<file path="src/rtl/tx_frame_arbiter.sv">
`default_nettype none
// ============================================================================
// Module      : tx_frame_arbiter
// Description : Frame-atomic round-robin arbiter sharing the MAC TX byte
//               stream between NUM_PORTS payload producers, with truncation.
// Revision    : 1.0 - initial release
// ============================================================================
module tx_frame_arbiter #(
    parameter int NUM_PORTS     = 4,
    parameter int MAX_FRAME_LEN = 1500
) (
    input  logic                   clk,
    input  logic                   reset,
    input  logic [NUM_PORTS-1:0]   req_valid,
    input  logic [8*NUM_PORTS-1:0] req_data,
    input  logic [NUM_PORTS-1:0]   req_eof,
    output logic [NUM_PORTS-1:0]   req_ready,
    input  logic                   mac_ready,
    output logic                   mac_valid,
    output logic [7:0]             mac_data,
    output logic                   mac_eof,
    output logic [NUM_PORTS-1:0]   grant,
    output logic                   truncated
);

    localparam int CW = $clog2(MAX_FRAME_LEN + 1);
    localparam int IW = $clog2(NUM_PORTS);
    localparam logic [CW-1:0] C_LAST_CNT = CW'(MAX_FRAME_LEN - 1);
    localparam logic [IW-1:0] C_LAST_IDX = IW'(NUM_PORTS - 1);

    typedef enum logic [1:0] {
        ST_IDLE  = 2'd0,
        ST_PASS  = 2'd1,
        ST_DRAIN = 2'd2
    } state_t;

    state_t               state_q, state_d;
    logic [NUM_PORTS-1:0] grant_q, grant_d;
    logic [IW-1:0]        gidx_q, gidx_d;
    logic [IW-1:0]        ptr_q, ptr_d;
    logic [CW-1:0]        count_q, count_d;

    logic [7:0]           port_bytes [NUM_PORTS];
    logic                 arb_found;
    logic [IW-1:0]        arb_idx;
    logic                 sel_valid;
    logic                 sel_eof;
    logic [7:0]           sel_data;
    logic                 at_limit;
    logic [IW-1:0]        next_ptr;

    for (genvar i = 0; i < NUM_PORTS; i++) begin : g_unpack
        assign port_bytes[i] = req_data[8*i +: 8];
    end

    assign sel_valid = req_valid[gidx_q];
    assign sel_eof   = req_eof[gidx_q];
    assign sel_data  = port_bytes[gidx_q];
    assign at_limit  = (count_q == C_LAST_CNT);
    assign next_ptr  = (gidx_q == C_LAST_IDX) ? '0 : gidx_q + IW'(1);
    assign grant     = grant_q;

    // Round-robin search starting at the pointer, wrapping past the top port.
    always_comb begin
        logic [IW:0] cand;
        arb_found = 1'b0;
        arb_idx   = '0;
        cand      = '0;
        for (int i = 0; i < NUM_PORTS; i++) begin
            cand = {1'b0, ptr_q} + (IW+1)'(i);
            if (cand >= (IW+1)'(NUM_PORTS)) begin
                cand = cand - (IW+1)'(NUM_PORTS);
            end
            if (!arb_found && req_valid[cand[IW-1:0]]) begin
                arb_found = 1'b1;
                arb_idx   = cand[IW-1:0];
            end
        end
    end

    always_comb begin
        state_d   = state_q;
        grant_d   = grant_q;
        gidx_d    = gidx_q;
        ptr_d     = ptr_q;
        count_d   = count_q;
        req_ready = '0;
        mac_valid = 1'b0;
        mac_data  = 8'h00;
        mac_eof   = 1'b0;
        truncated = 1'b0;
        case (state_q)
            ST_IDLE: begin
                if (arb_found) begin
                    grant_d = {{(NUM_PORTS-1){1'b0}}, 1'b1} << arb_idx;
                    gidx_d  = arb_idx;
                    count_d = '0;
                    state_d = ST_PASS;
                end
            end
            ST_PASS: begin
                mac_valid         = sel_valid;
                mac_data          = sel_data;
                mac_eof           = sel_eof | at_limit;
                req_ready[gidx_q] = mac_ready;
                if (sel_valid && mac_ready) begin
                    count_d = count_q + CW'(1);
                    // A genuine eof landing on the limit is a normal end.
                    if (sel_eof) begin
                        state_d = ST_IDLE;
                        grant_d = '0;
                        ptr_d   = next_ptr;
                    end else if (at_limit) begin
                        truncated = 1'b1;
                        state_d   = ST_DRAIN;
                    end
                end
            end
            ST_DRAIN: begin
                req_ready[gidx_q] = 1'b1;
                if (sel_valid && sel_eof) begin
                    state_d = ST_IDLE;
                    grant_d = '0;
                    ptr_d   = next_ptr;
                end
            end
            default: begin
                state_d = ST_IDLE;
                grant_d = '0;
            end
        endcase
    end

    always_ff @(posedge clk) begin
        if (reset) begin
            state_q <= ST_IDLE;
            grant_q <= '0;
            gidx_q  <= '0;
            ptr_q   <= '0;
            count_q <= '0;
        end else begin
            state_q <= state_d;
            grant_q <= grant_d;
            gidx_q  <= gidx_d;
            ptr_q   <= ptr_d;
            count_q <= count_d;
        end
    end

endmodule
`default_nettype wire

</file>
<file path="config.mk">
export PLATFORM = sky130hd
export DESIGN_NAME = tx_frame_arbiter
export DESIGN_NICKNAME = d
export VERILOG_FILES = /design/src/rtl/tx_frame_arbiter.sv
export SDC_FILE = /design/constraint.sdc
export NUM_CORES = 1
export LEC_CHECK = 0
export ABC_AREA = 1
export BUFFER_PORTS_ARGS = -buffer_cell sky130_fd_sc_hd__buf_2
export CORE_MARGIN = 1
export CORE_UTILIZATION = 40
export DETAILED_ROUTE_END_ITERATION = 10
export GPL_ROUTABILITY_DRIVEN = 0
export PLACE_DENSITY = 0.71
export RECOVER_POWER = 25
export SLEW_MARGIN = 20
export SYNTH_ARGS = -nofsm -noshare
export SYNTH_HDL_FRONTEND = slang
export SYNTH_SLANG_ARGS = --single-unit
</file>
<file path="constraint.sdc">
create_clock -name clk -period 1.8 [get_ports clk]
set_input_delay 0.27 -clock clk [delete_from_list [all_inputs] [get_ports clk]]
set_output_delay 0.27 -clock clk [all_outputs]
set_load 0.05 [all_outputs]
</file>
* After elaboration in Yosys (flattened, before gate mapping) *
Cells that the tools add are included.

storage, ports and cells
  memories kept = 0
  memory bits (read-only) = 0
  logic and storage cells = 111
  bits in writable memories = 0
  register bits after elaboration = 21
  bits in latches = 0
  input port bits = 43

cells by class
  $mul = 0
  reduce and logical (&&, ||, !) cells = 17
  eq/ne operators = 9
  multiplexer cells = 56
  divide/modulo/power cells = 0
  add/subtract/negate cells = 9
  bitwise logic cells = 3
  shift-type cells = 1
  order comparisons = 11

operators by type and width
  operator                                                    count
  two-way mux 2 bit                                           17
  two-way mux 8 bit                                           3
  two-way mux 11 bit                                          2
  one-hot mux 11 bit (2 select lines)                         1
  two-way mux 1 bit                                           17
  binary-select mux 8 bit (select 2 bit)                      1
  two-way mux 4 bit                                           4
  less-than comparator 2 x 3 -> 1 bit, second input constant  5
  binary-select mux 1 bit (select 2 bit)                      6
  greater-or-equal comparator 3 bit, second input constant    4
  one-hot mux 4 bit (3 select lines)                          1
  AND reduction 4 bit                                         3
  adder 11 x 1 -> 11 bit, second input constant               1
  equality test 11 bit, second input constant                 1
  != test 2 bit, second input constant                        4
  one-hot mux 4 bit (2 select lines)                          1
  subtractor 2 x 1 -> 2 bit, second input constant            4
  adder 2 x 2 -> 3 bit, second input constant                 2
  logical AND 1 bit                                           6
  one-hot mux 2 bit (3 select lines)                          1
  bitwise AND 4 bit                                           1
  equality test 2 bit, second input constant                  2
  one-hot mux 2 bit (2 select lines)                          1
  nonzero test 2 bit                                          2
  other kinds (14)                                            16

* Longest topological paths before layout *
  word-level depth = 17
  gate-level depth with buffers = 13
  mapped depth without buffers = 12

* Least setup slack after synthesis *
Ideal clock, no wire load.

  path type = register -> output
  start point = reg gidx_q[0]
  end point = out truncated
  stages on the path, launching flop included = 8
  setup slack = -432 ps
  data required time = 1,530 ps
  data arrival time = 1,962 ps
  buffers on the path = 1
  cells stage by stage = dfxtp_1 buf_4 nand2_1 nand3_1 nand2_1 nor2_1 inv_1 nor3_1

on the way
  word-level cells in the longest chain between the ends = 5
  elaborated cells between the ends (all ways) = 8
  classes of those cells = mux (7); reduce/logical (1)

ends and longest elaborated chain
  item                                                       line      RTL
  start, declared                                            39        logic [IW-1:0] gidx_q, gidx_d;
  start signal, assigned                                     144       gidx_q <= gidx_d;
  binary-select mux 1 bit (select 2 bit) (on tied branches)  57, 56
  two-way mux 1 bit (on tied branches)                       57, 56
  two-way mux 1 bit or logical AND 1 bit (tied branches)     109, 106
  two-way mux 1 bit *                                        106       if (sel_valid && mac_ready) begin
  two-way mux 1 bit *                                        92        case (state_q)
  end, declared                                              23        output logic truncated

Every way passes the cells marked *; elsewhere a longest branch is shown, timed or not. The select of a mux whose other input is x is not followed.

* Worst setup path in the final report *
  start point = reg gidx_q[1]
  end point = out mac_data[1]

on the way
  word-level cells in the longest chain between the ends = 5

ends and longest elaborated chain
  item                                                  line  RTL
  inverter 2 -> 3 bit (not written as such)             58    assign sel_data = port_bytes[gidx_q];
  binary-select mux 8 bit (select 2 bit)                58
  two-way mux 8 bit (not written as such) (2 in a row)  58
  two-way mux 8 bit                                     92
  end, declared                                         20    output logic [7:0] mac_data,

Every way passes these cells. The select of a mux whose other input is x is not followed.

==> flow_summary.ini <==
[global_route]
antenna_found_initial = 0
first_global_vias = 2127
grt_max_degree = 20
grt_pass1_wl_um = 9130
grt_usage_pct = 21.6
gr-total-overflow = 0

[drt]
drt_iter0_markers = 75
viasPerCell = 5.05
postRouteAntennaNets = 0
routed_wl_um = 5440
wl_met3_um = 173
vias = 2292
firstDrtPassIters = 4
drc = 0
topRoutingLayerUsed = met4
wl_met2_um = 2600
wl_per_cell_um = 12.0
wl_met1_um = 2600

[yosys]
ys.warnings.count = 0
synth_top_area_cell = dfxtp_1
synth_cell_types = 30
syn_nets = 386
avgSynthCellArea_um2 = 5.78
yosys-top-cells-area = dfxtp_1, nand2_1, nor2_1
ys_seq_area_share_pct = 21.7
synth_top_area_share_pct = 21.7
synthCells = 335
ys_ff_latch = 21
netlist_area_um2 = 1940

[setup_path]
critical_path_class = reg -> out
slowest_delay_ns = 0.34
critPathRequiredTime_ns = 1.53
path_max_fanout = 8
start_kind = flip-flop
path_common_cell = buf_4
end_kind = output pin
cp.arrival_ns = 1.47
cp_slowest_cell = dfxtp_2
crit_chain = buf_4 -> buf_4 -> nor2_1 -> o21ai_2 -> a21oi_4 -> buf_6

[sta]
tightest_slew_ns = 0.605
maxSlewHeadroom_pct = 59.8
setup_viol_count_final = 0
finalClockSkew_ns = 0.00226
period_minus_slack_ns = 1.74
fmax_ghz = 0.575
fin_crit_sh_pct = 96.6
rsz0062_at_grt = true
finalHoldViolCount = 0
slew_violations = 0

[placement]
dp_hpwl_um = 4100
place.port_buffers = 61
dpl.cell_count = 449

[die]
coreArea_um2 = 4500
start_util_pct = 43.0
die_x_um = 71.6
die-area_um2 = 5120
num_rows = 24
die_y_um = 71.6
ios = 62

[clocking]
clockRootBuffer = clkbuf_8
postCtsHoldBufs = 0
clkSinkCount = 21
numCtsBuffers = 3
clkTransAtPathRegs_ns = 0.08
cts-htree-levels = 1
cts_tree = built
clock_latency_ns = 0.26
cts_buffer_depth = 2

[outcome]
status = completed

[final_layout]
final_util_pct = 59.5
num_antenna_cells = 0
final-instance-count-excl-fill = 454
nets = 454
area_growth_pct = 38.4
drive_above_1_share_pct = 33.6

[power]
vdd_drop_max_mv = 1.31
powerDensity_nw_per_um2 = 1700
power.leakage_nw = 1.25
p_total_mw = 4.56

[flow_run]
cap_violations = 0

[min_path]
min-delay-path-class = in -> reg
[path summary, 6_finish.rpt]
path         startpoint     endpoint  slack, ns  depth (start not counted)
max           gidx_q[1]  mac_data[1]       0.06                          6
min               reset  count_q[10]       0.39                          2
max reg2reg    ptr_q[0]   count_q[8]       0.13                         10
min reg2reg    grant[0]     grant[0]       0.47                          2
[cells in the final DEF (no fill, tap or decap), types with 5 or more instances in the layout]
cell type,instances
nand4_1,5
ha_1,6
buf_6,9
buf_4,15
nand2_2,8
a21oi_4,9
nand2_1,84
buf_2,42
dfxtp_2,6
o21ai_2,6
dfxtp_1,12
a21oi_1,16
inv_2,6
nor2_2,6
o21ai_1,15
nand3_1,26
nor2_1,50
xor2_1,6
inv_1,31
[repair_timing]
item | in CTS | in global routing
hold endpoints to repair | 0 | 0
gates resized for setup | 38 | 45
setup buffers | 1 | 0
pin swaps | 3 | 4
setup endpoints to repair | 15 | 16
[per-stage QoR]
stage	instance area, um2	worst slack, ns	hold slack [ns]	TNS (ns)
6_report	2680	0.0606	0.386	0
5_1_grt	2680	-0.0322	0.398	-0.0955
4_1_cts	2570	-0.00142	0.378	-0.00142
3_5_place_dp	2460	0.0488	0.456	0
3_3_place_gp	2460	0.0787	0.455	0
2_1_floorplan	2060	-0.0386	0.332	-0.0786
[cells by family (layout without fill, tap and decap cells)]
kind of cell | Yosys count | after routing | share of synthesized area [%]
AO/OA/AOI/OAI | 54 | 54 | 14.9
XOR/XNOR | 7 | 7 | 3.17
adder cells (fa/ha/maj) | 8 | 8 | 5.17
buffers and inverters | 51 | 118 | 11.6
flip-flops | 21 | 21 | 21.7
AND/OR/NAND/NOR | 194 | 194 | 43.5
[synth_stat cells]
master,instances
nor3_1,4
xnor2_1,1
nor2_2,1
buf_1,1
o21ai_0,21
o21ai_2,1
and3_1,1
nor2_1,56
ha_1,8
nand2_1,88
nor2_4,1
nand4_1,5
buf_4,2
clkbuf_1,4
nand4_4,1
buf_6,3
o21ai_1,3
xor2_1,6
inv_1,35
nand3_1,27
nand2_2,6
inv_2,3
buf_2,3
a21oi_2,3
dfxtp_1,21
nor3b_1,2
a21oi_1,25
o21a_1,1
nand3b_1,1
nand3_2,1
[worst max-delay path, delay by kind of cell (launching register included)]
kind	cells	cell delay, ns
AO/OA/AOI/OAI	2	0.24
buffers and inverters	3	0.50
AND/OR/NAND/NOR	1	0.13
flip-flops	1	0.34
[sequential cells by signal, indices dropped and copies added (netlist names)]
signal / count
ptr_q: 2
grant: 4
gidx_q: 2
state_q: 2
count_q: 11
[routing by layer]
metal,vias up,global-route usage [%]
met5,-,0
met4,0,4.79
met3,8,1.69
met2,49,38.1
met1,1031,29.0
li1,1204,-
[final cells by class]
type / instances / area [um2]
Multi-Input combinational cell: 263 / 1480
Tap cell: 52 / 65.1
Clock buffer: 3 / 41.3
Sequential cell: 21 / 439
Clock inverter: 1 / 5.00
Inverter: 38 / 148
Fill cell: 442 / 1820
Timing Repair Buffer: 76 / 504
[power by group]
part,leakage (nW),internal [mW],switching [mW]
registers,0.176,0.575,0.101
clock network,0.0255,0.154,0.156
logic,1.05,1.21,2.37
Power figures use the tool's default switching activity.
